$ cat src/rtl/mips_pkg.sv
// Shared MIPS fetch definitions: instruction field positions, NOP encoding,
// fetch FSM state encoding and the default reset PC.
package mips_pkg;

  localparam int OP_MSB    = 31;
  localparam int OP_LSB    = 26;
  localparam int FUNCT_MSB = 5;
  localparam int FUNCT_LSB = 0;

  localparam logic [31:0] NOP_INSTR    = 32'h0000_0000;
  localparam logic [31:0] RESET_PC_DEF = 32'h0000_0000;

  typedef enum logic [1:0] {
    ST_BOOT = 2'd0,
    ST_REQ  = 2'd1,
    ST_DROP = 2'd2,
    ST_HOLD = 2'd3
  } fetch_state_t;

  function automatic logic [31:0] word_align(input logic [31:0] a);
    return {a[31:2], 2'b00};
  endfunction

endpackage

$ cat src/rtl/pc_next_gen.sv
// Combinational next-fetch-address selection for instr_fetch: chooses among
// RESET_PC, pc+4, the redirect target and the pending target; flags misalignment.
module pc_next_gen
  import mips_pkg::*;
#(
  parameter logic [31:0] RESET_PC = RESET_PC_DEF
) (
  input  fetch_state_t i_state,
  input  logic         i_imem_ack,
  input  logic         i_instr_ready,
  input  logic         i_redirect_valid,
  input  logic [31:0]  i_redirect_target,
  input  logic [31:0]  i_pc,
  input  logic [31:0]  i_addr,
  input  logic [31:0]  i_pending_pc,
  output logic [31:0]  o_next_addr,
  output logic [31:0]  o_next_pending,
  output logic [31:0]  o_pc_plus4,
  output logic         o_align_err
);

  logic [31:0] w_target;

  assign w_target    = word_align(i_redirect_target);
  assign o_pc_plus4  = i_pc + 32'd4;
  assign o_align_err = i_redirect_valid && (i_redirect_target[1:0] != 2'b00);

  // Latching every redirect is harmless: pending_pc is only consumed in DROP.
  assign o_next_pending = i_redirect_valid ? w_target : i_pending_pc;

  always_comb begin
    o_next_addr = i_addr;
    case (i_state)
      ST_BOOT: o_next_addr = i_redirect_valid ? w_target : RESET_PC;
      ST_REQ: begin
        // Without ack the outstanding address must stay put.
        if (i_imem_ack && i_redirect_valid) o_next_addr = w_target;
      end
      ST_DROP: begin
        if (i_imem_ack) o_next_addr = i_redirect_valid ? w_target : i_pending_pc;
      end
      ST_HOLD: begin
        if (i_redirect_valid)   o_next_addr = w_target;
        else if (i_instr_ready) o_next_addr = o_pc_plus4;
      end
      default: o_next_addr = RESET_PC;
    endcase
  end

endmodule

$ cat src/rtl/instr_fetch.sv
// MIPS instruction fetch: owns the PC, fetches over a req/ack memory port and
// holds one instruction for decode (valid/ready); redirects drop in-flight work.
module instr_fetch
  import mips_pkg::*;
#(
  parameter logic [31:0] RESET_PC = RESET_PC_DEF
) (
  input  logic        clk,
  input  logic        rst,
  output logic        imem_req,
  output logic [31:0] imem_addr,
  input  logic        imem_ack,
  input  logic [31:0] imem_rdata,
  output logic        instr_valid,
  input  logic        instr_ready,
  output logic [31:0] instr,
  output logic [5:0]  op,
  output logic [5:0]  funct,
  output logic [31:0] pc,
  output logic [31:0] pc_plus4,
  input  logic        redirect_valid,
  input  logic [31:0] redirect_target,
  output logic        align_err
);

  fetch_state_t r_state;
  fetch_state_t w_next_state;
  logic [31:0]  r_addr;
  logic [31:0]  r_instr;
  logic [31:0]  r_pc;
  logic [31:0]  r_pending;
  logic         r_align_err;
  logic         w_capture;
  logic [31:0]  w_next_addr;
  logic [31:0]  w_next_pending;
  logic         w_align_err;

  pc_next_gen #(
    .RESET_PC (RESET_PC)
  ) u_pc_next_gen (
    .i_state           (r_state),
    .i_imem_ack        (imem_ack),
    .i_instr_ready     (instr_ready),
    .i_redirect_valid  (redirect_valid),
    .i_redirect_target (redirect_target),
    .i_pc              (r_pc),
    .i_addr            (r_addr),
    .i_pending_pc      (r_pending),
    .o_next_addr       (w_next_addr),
    .o_next_pending    (w_next_pending),
    .o_pc_plus4        (pc_plus4),
    .o_align_err       (w_align_err)
  );

  always_comb begin
    w_next_state = r_state;
    w_capture    = 1'b0;
    case (r_state)
      ST_BOOT: w_next_state = ST_REQ;
      ST_REQ: begin
        if (imem_ack) begin
          // A same-cycle redirect makes the returned word stale.
          if (!redirect_valid) begin
            w_capture    = 1'b1;
            w_next_state = ST_HOLD;
          end
        end else if (redirect_valid) begin
          w_next_state = ST_DROP;
        end
      end
      ST_DROP: begin
        if (imem_ack) w_next_state = ST_REQ;
      end
      ST_HOLD: begin
        if (redirect_valid || instr_ready) w_next_state = ST_REQ;
      end
      default: w_next_state = ST_BOOT;
    endcase
  end

  always_ff @(posedge clk or posedge rst) begin
    if (rst) begin
      r_state     <= ST_BOOT;
      r_addr      <= RESET_PC;
      r_instr     <= NOP_INSTR;
      r_pc        <= RESET_PC;
      r_pending   <= RESET_PC;
      r_align_err <= 1'b0;
    end else begin
      r_state     <= w_next_state;
      r_addr      <= w_next_addr;
      r_pending   <= w_next_pending;
      r_align_err <= w_align_err;
      if (w_capture) begin
        r_instr <= imem_rdata;
        r_pc    <= r_addr;
      end
    end
  end

  assign imem_req    = (r_state == ST_REQ) || (r_state == ST_DROP);
  assign imem_addr   = r_addr;
  assign instr_valid = (r_state == ST_HOLD);
  assign instr       = r_instr;
  assign op          = r_instr[OP_MSB:OP_LSB];
  assign funct       = r_instr[FUNCT_MSB:FUNCT_LSB];
  assign pc          = r_pc;
  assign align_err   = r_align_err;

endmodule

$ cat config.mk
export PLATFORM = sky130hd
export DESIGN_NAME = instr_fetch
export DESIGN_NICKNAME = d
export VERILOG_FILES = /design/src/rtl/mips_pkg.sv /design/src/rtl/pc_next_gen.sv /design/src/rtl/instr_fetch.sv
export SDC_FILE = /design/constraint.sdc
export NUM_CORES = 1
export LEC_CHECK = 0
export BUFFER_PORTS_ARGS = -buffer_cell sky130_fd_sc_hd__buf_4
export CORE_MARGIN = 2
export CORE_UTILIZATION = 40
export DETAILED_ROUTE_END_ITERATION = 6
export PLACE_DENSITY_LB_ADDON = 0.1
export SETUP_SLACK_MARGIN = 0.5
export SYNTH_ARGS = -nofsm -noshare
export SYNTH_HDL_FRONTEND = slang
export SYNTH_HIERARCHICAL = 1
export SYNTH_SLANG_ARGS = --single-unit
$ cat constraint.sdc
create_clock -name clk -period 11.15 [get_ports clk]
set_input_delay 0.5575 -clock clk [delete_from_list [all_inputs] [get_ports clk]]
set_output_delay 0.5575 -clock clk [all_outputs]
set_load 0.02 [all_outputs]
==> results.py <==
metrics = {
    "routing": {
        "first_pass_iters": 5,
        "routedWlPerCell_um": 21.7,
        "vias": 6735,
        "ant_nets": 0,
        "via_per_inst": 5.93,
        "drt_iter0_markers": 715,
        "drc_errors": 0,
        "drt_wl_total_um": 24600,
    },
    "timing": {
        "fin_crit_sh_pct": 32.3,
        "rsz0062_at_grt": "no",
        "slew-limit-headroom_pct": 25.1,
        "hold-worst-slack_ps": 345,
        "hold_viol": 0,
        "finalSetupViolCount": 0,
        "finalMaxSlewViolations": 0,
        "finalClockSkew_ps": 5.42,
        "worstMarginPinSlew_ps": 1110,
        "period_minus_slack_ps": 3600,
        "timing.fmax_ghz": 0.278,
        "setup_tns_ps": 0,
    },
    "hold_path": {
        "min_from": "imem_rdata[10]",
        "hold_path_class": "input pin to flop",
        "holdPathEnd": "instr[10]$_DFFE_PP0P_",
        "min_delay_path_depth": 2,
    },
    "cts": {
        "root_buffer": "clkbuf_16",
        "post_cts_buffers": 0,
        "cts_resized": 0,
        "insertion_delay_ps": 420,
        "clkSinkCount": 131,
        "hold_buffers": 0,
        "tritoncts.num_buffers": 17,
        "clock_path_buffers": 2,
        "ctsHtreeMaxLevel": 4,
        "clkTransAtPathRegs_ps": 60,
        "cts_tree": "built",
    },
    "logic_synthesis": {
        "syn_avg_cell_area_um2": 10.2,
        "syn_area_um2": 7340,
        "yosysWarningCount": 6,
        "ys_ff_latch": 131,
        "synth-main-ff-cell": "dfrtp_1",
        "yosysTopAreaCell": "dfrtp_1",
        "ys_top_cells_by_area": "dfrtp_1 (45%), mux2_2 (13%), nand2_1 (2.8%)",
        "ys_types": 71,
        "ys_seq_area_share_pct": 44.7,
        "syn_nets": 790,
        "synth_top_cell_area_share_pct": 44.7,
        "async_flop_share_pct": 100,
        "synthCells": 717,
        "synth_edf_count": 0,
    },
    "floorplanning": {
        "placementRows": 49,
        "coreArea_um2": 18000,
        "initial_core_util_pct": 40.8,
        "die-area_um2": 19400,
        "die_w_um": 139,
        "die_y_um": 139,
        "ioPinCount": 212,
    },
    "layout": {
        "design_area_um2": 9580,
        "nFillCells": 1578,
        "final_nets": 967,
        "area_delta_synth_final_pct": 30.6,
        "drive_gt1_share_pct": 38.3,
        "num_antenna_cells": 0,
    },
    "setup_path": {
        "crit_chain": "nand3_2, nor4_1, nand4_1, xnor2_1, buf_4",
        "critPathCaptureType": "primary output",
        "cp_max_fo": 8,
        "r2r_end": "imem_addr[13]$_DFF_PP0_",
        "arrival_ps": 3040,
        "critical_path_class": "flop to primary output",
        "reg2reg_from": "r_state[0]$_DFFE_PP0P_",
        "crit_path_max_incr_delay_ps": 1010,
        "reg2reg_depth": 5,
        "critPathLaunchType": "flop",
        "r2r_slack_ps": 8110,
        "worst_ep_required_time_ps": 10590,
        "slowest_stage": "nor4_1",
    },
    "power": {
        "powerDensity_nw_per_um2": 307,
        "finalPower_w": 0.00294,
        "irDropWorstVdd_mv": 0.147,
        "leakagePower_nw": 4.45,
    },
    "outcome": {
        "outcome": "finished clean",
    },
    "placement": {
        "portBuffers": 211,
        "routabilityCongestion": 0.844,
        "post-dp-hpwl_um": 16600,
        "dpl_cell_area_um2": 8930,
    },
    "global_routing": {
        "grt_pass1_wl_um": 38300,
        "antenna_found_initial": 0,
        "grt_pass1_vias": 6762,
        "grt.total_usage_pct": 25.0,
        "grt_overflow": 0,
        "grt_max_degree": 82,
    },
    "run": {
        "max_cap_violations": 0,
    },
}
critical path, delay by kind of cell, from the launching register on:
kind / cells / cell delay [ps]
and+or+nand+nor: 3 / 1540
DFF: 1 / 490
xor gates and xnor gates: 1 / 370
buffers and inverters: 1 / 210
placed cells by master (no fill, tap or decap), types with 13 or more instances in the layout:
master / Yosys / layout
clkbuf_16: 0 / 17
dfrtp_1: 131 / 131
a221oi_1: 20 / 20
nor2_1: 50 / 50
a21oi_1: 24 / 24
mux2i_1: 19 / 19
buf_4: 16 / 216
xnor2_1: 15 / 15
mux2_2: 82 / 82
nand3_1: 13 / 13
nand2_1: 54 / 54
inv_1: 32 / 31
o21ai_0: 39 / 39
cell type report:
class                      count  area (µm²)  area share, %
inverter                      33         126           1.32
multi-input combinational    495        3620           37.7
tap                          229         287           2.99
clock inverter                13         208           2.17
timing repair buffer         216        1620           16.9
clock buffer                  19         443           4.62
sequential                   131        3280           34.2
layer usage:
layer	global-route usage (%)	share of wire [%]	wire, µm
met4	7.81	2.2	529
met2	40.7	47	11700
met1	32.8	42	10200
met3	6.61	8.9	2190
met5	0	0	0
worst max-delay path by stage:
stage                 startpoint                       to  slack [ps]  depth (start not counted)
4_1_cts        pc[4]$_DFFE_PP0P_             pc_plus4[25]        7610                          5
2_1_floorplan                rst      align_err$_DFF_PP0_        7090                          1
5_1_grt        pc[4]$_DFFE_PP0P_             pc_plus4[25]        7440                          5
3_5_place_dp      redirect_valid  imem_addr[27]$_DFF_PP0_        8020                          7
3_3_place_gp      redirect_valid  imem_addr[27]$_DFF_PP0_        8020                          7
6_report       pc[4]$_DFFE_PP0P_             pc_plus4[25]        7550                          5
where the power goes:
group	leakage, nW	switching (W)	internal (W)
Combinational	2.55	0.000795	0.000628
Clock	0.305	0.000221	0.000402
Sequential	1.59	0.000243	0.000655
state kept, by name, summed over array words and instances, names as in the netlist:
| register | cells |
|---|---|
| align_err | 1 |
| pc | 32 |
| instr | 32 |
| imem_addr | 32 |
| r_pending | 32 |
| r_state | 2 |
kinds of logic (layout without fill, tap and decap cells):
kind of cell	Yosys count	count (layout)	share of synthesized area [%]
xor gates and xnor gates	26	26	3.10
adders and majority gates	4	4	0.682
AOI/OAI and AO/OA	174	174	16.8
buffers and inverters	91	281	6.02
muxes	106	106	16.0
DFF	131	131	44.7
and+or+nand+nor	185	185	12.7
through the flow:
| stage | setup WS (ps) | cells | util [%] |
|---|---|---|---|
| 6_report | 7550 | 1136 | 53.3 |
| 3_5_place_dp | 8020 | 1104 | 49.7 |
| 4_1_cts | 7610 | 1136 | 53.3 |
| 3_3_place_gp | 8020 | 1104 | 49.7 |
| 2_1_floorplan | 7090 | 717 | - |
| 5_1_grt | 7440 | 1136 | 53.3 |
synth_stat cells (3+ instances only):
cell,count
nor2b_1,10
or2_2,6
a32oi_1,9
ha_1,4
a21boi_0,3
clkbuf_1,24
a21o_1,4
a221oi_1,20
mux2_2,82
nor3_1,11
buf_2,6
a21oi_1,24
a22oi_1,5
buf_4,16
o22ai_1,6
nand4_1,11
a31oi_1,8
o21a_1,4
nand3_1,13
inv_1,32
nand3b_1,3
buf_1,8
nor4_1,3
mux2_1,4
buf_6,3
nor2_1,50
xor2_1,11
o21ai_0,39
dfrtp_1,131
nor4_2,3
nand2_1,54
xnor2_1,15
o211ai_1,5
a221o_1,6
and3_1,6
mux2i_1,19
a211oi_1,4
a22o_1,8
Power figures use the tool's default switching activity.
